$ cat src/rtl/card_payment_responder.sv
// Card payment responder: authorises the vending controller's COST against a stored
// balance, holds VALID_TRAN, and debits on VEND. Define TXN_COUNT_EN to add the debit counter.
//
// state     | meaning
// ----------+--------------------------------------------------------------
// IDLE      | no card; operator credit top-up accepted here only
// CARD_WAIT | card present, waiting for a non-zero COST (timeout -> decline)
// AUTH      | cost captured, AUTH_LAT cycles then funds decision
// GRANT     | VALID_TRAN held; waiting for VEND / FAILED_TRAN / timeout
// REMOVE    | transaction over, waiting for the card to be withdrawn
module card_payment_responder #(
   parameter int BAL_W     = 8,
   parameter int AUTH_LAT  = 2,
   parameter int COST_TMO  = 8,
   parameter int GRANT_TMO = 6
) (
   input  logic             i_clk,
   input  logic             i_rst_n,
   input  logic             i_card_in,
   input  logic [2:0]       i_cost,
   input  logic             i_vend,
   input  logic             i_failed_tran,
   input  logic             i_credit_load,
   input  logic [BAL_W-1:0] i_credit_amt,
`ifdef TXN_COUNT_EN
   input  logic             i_txn_clr,
   output logic [7:0]       o_txn_count,
`endif
   output logic             o_valid_tran,
   output logic             o_declined,
   output logic [BAL_W-1:0] o_balance,
   output logic             o_busy
);

   localparam int CNT_W = 8;
   localparam logic [CNT_W-1:0] L_COST_LD  = CNT_W'(COST_TMO - 1);
   localparam logic [CNT_W-1:0] L_AUTH_LD  = CNT_W'(AUTH_LAT);
   localparam logic [CNT_W-1:0] L_GRANT_LD = CNT_W'(GRANT_TMO - 1);

   typedef enum logic [2:0] {
      S_IDLE      = 3'd0,
      S_CARD_WAIT = 3'd1,
      S_AUTH      = 3'd2,
      S_GRANT     = 3'd3,
      S_REMOVE    = 3'd4
   } state_t;

   state_t           r_state;
   state_t           w_state_nxt;
   logic [CNT_W-1:0] r_cnt;
   logic [2:0]       r_cost_q;
   logic [BAL_W-1:0] r_balance;
   logic             r_valid;
   logic             r_declined;
   logic             w_decline;
   logic             w_debit;
   logic             w_capture;
   logic             w_funds_ok;
   logic [BAL_W:0]   w_sum;

   assign w_funds_ok = ({{(BAL_W-3){1'b0}}, r_cost_q} <= r_balance);
   assign w_sum      = {1'b0, r_balance} + {1'b0, i_credit_amt};

   always_ff @(posedge i_clk or negedge i_rst_n) begin
      if (!i_rst_n) r_state <= S_IDLE;
      else          r_state <= w_state_nxt;
   end

   // Card withdrawal aborts silently and takes priority over every other exit.
   always_comb begin
      w_state_nxt = r_state;
      w_decline   = 1'b0;
      w_debit     = 1'b0;
      w_capture   = 1'b0;
      case (r_state)
         S_IDLE: begin
            if (i_card_in) w_state_nxt = S_CARD_WAIT;
         end
         S_CARD_WAIT: begin
            if (!i_card_in) w_state_nxt = S_IDLE;
            else if (i_cost != 3'd0) begin
               w_state_nxt = S_AUTH;
               w_capture   = 1'b1;
            end else if (r_cnt == '0) begin
               w_state_nxt = S_REMOVE;
               w_decline   = 1'b1;
            end
         end
         S_AUTH: begin
            if (!i_card_in) w_state_nxt = S_IDLE;
            else if (r_cnt == '0) begin
               if (w_funds_ok) w_state_nxt = S_GRANT;
               else begin
                  w_state_nxt = S_REMOVE;
                  w_decline   = 1'b1;
               end
            end
         end
         S_GRANT: begin
            if (!i_card_in) w_state_nxt = S_IDLE;
            else if (i_vend) begin
               w_state_nxt = S_REMOVE;
               w_debit     = 1'b1;
            end else if (i_failed_tran) w_state_nxt = S_REMOVE;
            else if (r_cnt == '0) begin
               w_state_nxt = S_REMOVE;
               w_decline   = 1'b1;
            end
         end
         S_REMOVE: begin
            if (!i_card_in) w_state_nxt = S_IDLE;
         end
         default: w_state_nxt = S_IDLE;
      endcase
   end

   always_comb begin
      o_valid_tran = r_valid;
      o_declined   = r_declined;
      o_balance    = r_balance;
      o_busy       = (r_state != S_IDLE);
   end

   // One shared down-counter, reloaded on every state change.
   always_ff @(posedge i_clk or negedge i_rst_n) begin
      if (!i_rst_n) begin
         r_cnt      <= '0;
         r_cost_q   <= '0;
         r_balance  <= '0;
         r_valid    <= 1'b0;
         r_declined <= 1'b0;
      end else begin
         r_valid    <= (w_state_nxt == S_GRANT);
         r_declined <= w_decline;
         if (w_state_nxt != r_state) begin
            case (w_state_nxt)
               S_CARD_WAIT: r_cnt <= L_COST_LD;
               S_AUTH:      r_cnt <= L_AUTH_LD;
               S_GRANT:     r_cnt <= L_GRANT_LD;
               default:     r_cnt <= '0;
            endcase
         end else if (r_cnt != '0) begin
            r_cnt <= r_cnt - 1'b1;
         end
         if (w_capture) r_cost_q <= i_cost;
         if (w_debit) begin
            r_balance <= r_balance - {{(BAL_W-3){1'b0}}, r_cost_q};
         end else if (r_state == S_IDLE && i_credit_load) begin
            r_balance <= w_sum[BAL_W] ? {BAL_W{1'b1}} : w_sum[BAL_W-1:0];
         end
      end
   end

`ifdef TXN_COUNT_EN
   logic [7:0] r_txn_count;

   always_ff @(posedge i_clk or negedge i_rst_n) begin
      if (!i_rst_n)                            r_txn_count <= 8'd0;
      else if (i_txn_clr)                      r_txn_count <= 8'd0;
      else if (w_debit && r_txn_count != 8'hFF) r_txn_count <= r_txn_count + 8'd1;
   end

   assign o_txn_count = r_txn_count;
`endif

endmodule

$ cat config.mk
export PLATFORM = sky130hd
export DESIGN_NAME = card_payment_responder
export DESIGN_NICKNAME = d
export VERILOG_FILES = /design/src/rtl/card_payment_responder.sv
export SDC_FILE = /design/constraint.sdc
export NUM_CORES = 1
export LEC_CHECK = 0
export ABC_AREA = 1
export BUFFER_PORTS_ARGS = -buffer_cell sky130_fd_sc_hd__buf_2
export CORE_MARGIN = 3
export CORE_UTILIZATION = 50
export CTS_BUF_LIST = sky130_fd_sc_hd__clkbuf_2 sky130_fd_sc_hd__clkbuf_4 sky130_fd_sc_hd__clkbuf_8
export CTS_CLUSTER_DIAMETER = 120
export DETAILED_ROUTE_END_ITERATION = 12
export GPL_TIMING_DRIVEN = 1
export PLACE_DENSITY_LB_ADDON = 0.1
export SYNTH_ARGS = -nofsm -noshare
export SYNTH_HDL_FRONTEND = slang
export SYNTH_SLANG_ARGS = --single-unit
export TNS_END_PERCENT = 100
$ cat constraint.sdc
create_clock -name i_clk -period 7.3 [get_ports i_clk]
set_clock_uncertainty 0.2 [all_clocks]
set_input_delay 1.46 -clock i_clk [delete_from_list [all_inputs] [get_ports i_clk]]
set_output_delay 1.46 -clock i_clk [all_outputs]
set_load 0.02 [all_outputs]
==> flow_summary.toml <==
[outcome]
run_status = "completed"

[die]
ios = 28
rows = 21
die_area_mm2 = 0.00465
coreArea_mm2 = 0.00352
start_util_pct = 55.0
die_h_um = 68.2
fp.dieW_um = 68.2

[worst_hold_path]
hold_depth = 2
hp-class = "flip-flop to flip-flop"
worstHoldEndpoint = "r_cost_q[2]"
min-delay-start = "r_cost_q[2]"

[synthesis]
yosys-top-cells-area = "dfrtp_1 31%, nand2_1 9.1%, ha_1 8.4%"
synth-main-ff-cell = "dfrtp_1"
synth_top_family_by_area = "simple AND/OR/NAND/NOR gates"
yosys-mux-area-fraction_pct = 0
synth_xor_area_share_pct = 5.88
ys_warn_count = 0
yosys.area.top_type = "dfrtp_1"
yosysSeqAreaShare_pct = 31.0
async_flop_share_pct = 100
synth-compound-area-share_pct = 13.4
synth_top_area_share_pct = 31.0
synth_edf_count = 0
yosys.area_share.simple_pct = 31.2
syn_avg_cell_area_um2 = 7.44
syn_inst = 260
synthMostInstantiatedCell = "nand2_1"
ys_ff_latch = 24
synth_common_cells = "47 x nand2_1, 33 x inv_1, 31 x nand3_1, 24 x dfrtp_1, 23 x nor2_1"
synth_cell_type_count = 40
synthesis.area_mm2 = 0.00194
synthesis.nets = 292
synthAdderAreaFrac_pct = 10.5

[critical_path]
cp_max_fo = 8
crit_path_end_kind = "flip-flop"
slowest_delay_ps = 390
crit_arrival_ps = 3180
start_kind = "input pin"
rr_worst_depth = 15
slowest_stage = "fa_1"
reg2reg_to = "r_cnt[1]"
required_ps = 7270
reg2reg_slack_ps = 4740
r2r-start = "o_balance[0]"
crit_type = "input pin to flip-flop"
cp_cell_sequence = "buf_2 -> ha_1 -> inv_1 -> fa_1 -> o21ai_0 -> nand4_1 -> o211a_1 -> nand3_1 -> nand3_1 -> o21ai_0"

[global_routing]
grt_pass1_wl_um = 6910
grt_pass1_vias = 1556
overflow = 0
groute.usage.overall_pct = 19.6
grt_max_degree = 25
antenna_found_initial = 0

[clock_network]
clk_latency_ps = 270
cts_hold_buf = 0
cts.sinks = 24
cts_setup_buffers = 0
cts-root-buf = "clkbuf_8"
htree_levels = 1
cts_tree = "done"
cts-resized-gates = 0
cts.clk_slew.worst_paths_ps = 90
numCtsBuffers = 3
clockBufferDepth = 2

[sta]
max_clock_freq_mhz = 312
rsz0062_at_grt = "false"
worst_pin_slew_ps = 553
slew_violations = 0
setup_viol = 0
tns_ps = 0
relSlewSlack_pct = 63.1
fin_crit_sh_pct = 43.9
finalHoldViolations = 0
finalCriticalPeriod_ps = 3210

[routing]
dr.first_iter.drc_count = 82
postRouteAntennaNets = 0
first_pass_iters = 4
wl_um = 4020
wl_per_cell_um = 12.0
vias = 1743
vias_per_cell = 5.22
drc = 0

[final_layout]
finish.net_count = 321
area_growth_pct = 12.6
drive_gt1_share_pct = 17.4
antenna_cells = 0

[pwr]
power.leakage_nw = 1.14
p_per_area_mw_per_mm2 = 402
ir_drop_uv = 229
p_total_w = 0.000876

[place]
portBuffers = 27
gp_congestion = 0.907
place_hpwl_um = 3200

[run]
drv_cap = 0
[kinds of logic (layout without fill, tap and decap cells)]
family,count (synthesis),count (layout)
AOI/OAI and AO/OA,43,43
DFF,24,24
xor gates and xnor gates,13,13
buffers and inverters,39,67
and+or+nand+nor,126,126
adders and majority gates,15,15
[how the worst max path moves through the flow]
stage | from | endpoint | slack (ps) | depth (start not counted)
2_1_floorplan | i_credit_amt[0] | o_balance[6] | 4130 | 11
3_3_place_gp | i_credit_amt[0] | o_balance[1] | 3860 | 10
3_5_place_dp | i_credit_amt[0] | o_balance[1] | 3840 | 10
4_1_cts | i_credit_amt[0] | o_balance[1] | 4100 | 10
5_1_grt | i_credit_amt[0] | o_balance[1] | 3940 | 10
6_report | i_credit_amt[0] | o_balance[1] | 4090 | 10
[area by class of cell]
class	instances	area (um^2)
Sequential cell	24	601
Timing Repair Buffer	27	135
Fill cell	330	1340
Multi-Input combinational cell	197	1180
Clock inverter	1	30.0
Clock buffer	3	41.3
Tap cell	46	57.6
Inverter	36	135
[routing by layer]
layer,GRT usage [%],vias up,wire [um]
li1,-,919,-
met1,28.0,776,2050
met2,30.4,42,1730
met3,2.96,6,195
met4,5.96,0,46
met5,0,-,0
[cell usage in the layout (no fill, tap or decap), drive strengths merged]
master,count
a211oi,1
a21o,1
a21oi,13
a31oi,1
and2,1
buf,27
bufinv,1
clkbuf,3
dfrtp,24
fa,2
ha,13
inv,36
nand2,52
nand3,34
nand3b,1
nand4,5
nor2,27
nor2b,1
nor3,3
nor4,1
o2111a,1
o211a,1
o211ai,2
o21ai,20
o21bai,1
o22ai,1
o311ai,1
or2,1
xnor2,6
xor2,7
[flip-flops by register name (all words and copies together), names as in the netlist]
name	count
o_balance	8
r_cnt	8
r_cost_q	3
r_state	3
o_declined	1
o_valid_tran	1
[where the power goes]
part	switching [W]	total, W	internal [W]
Combinational	0.000322	0.000529	0.000207
Sequential	0.0000493	0.000230	0.000181
Clock	0.0000444	0.000118	0.0000734
Total	0.000415	0.000876	0.000461
[per-stage QoR]
stage	util, %	area (um^2)	cells	hold WS [ps]	setup WS (ps)
2_1_floorplan	-	1940	260	253	4130
6_report	61.9	2180	334	291	4090
3_3_place_gp	59.9	2110	330	272	3860
5_1_grt	61.9	2180	334	317	3940
3_5_place_dp	59.9	2110	330	276	3840
4_1_cts	61.9	2180	334	298	4100
[critical path, delay by kind of cell]
family          cells  cell delay, ps
compound gates      3             710
simple gates        3             340
fa+ha+maj           2             540
buf+inv             2             130
(Power assumes the default switching activity.)
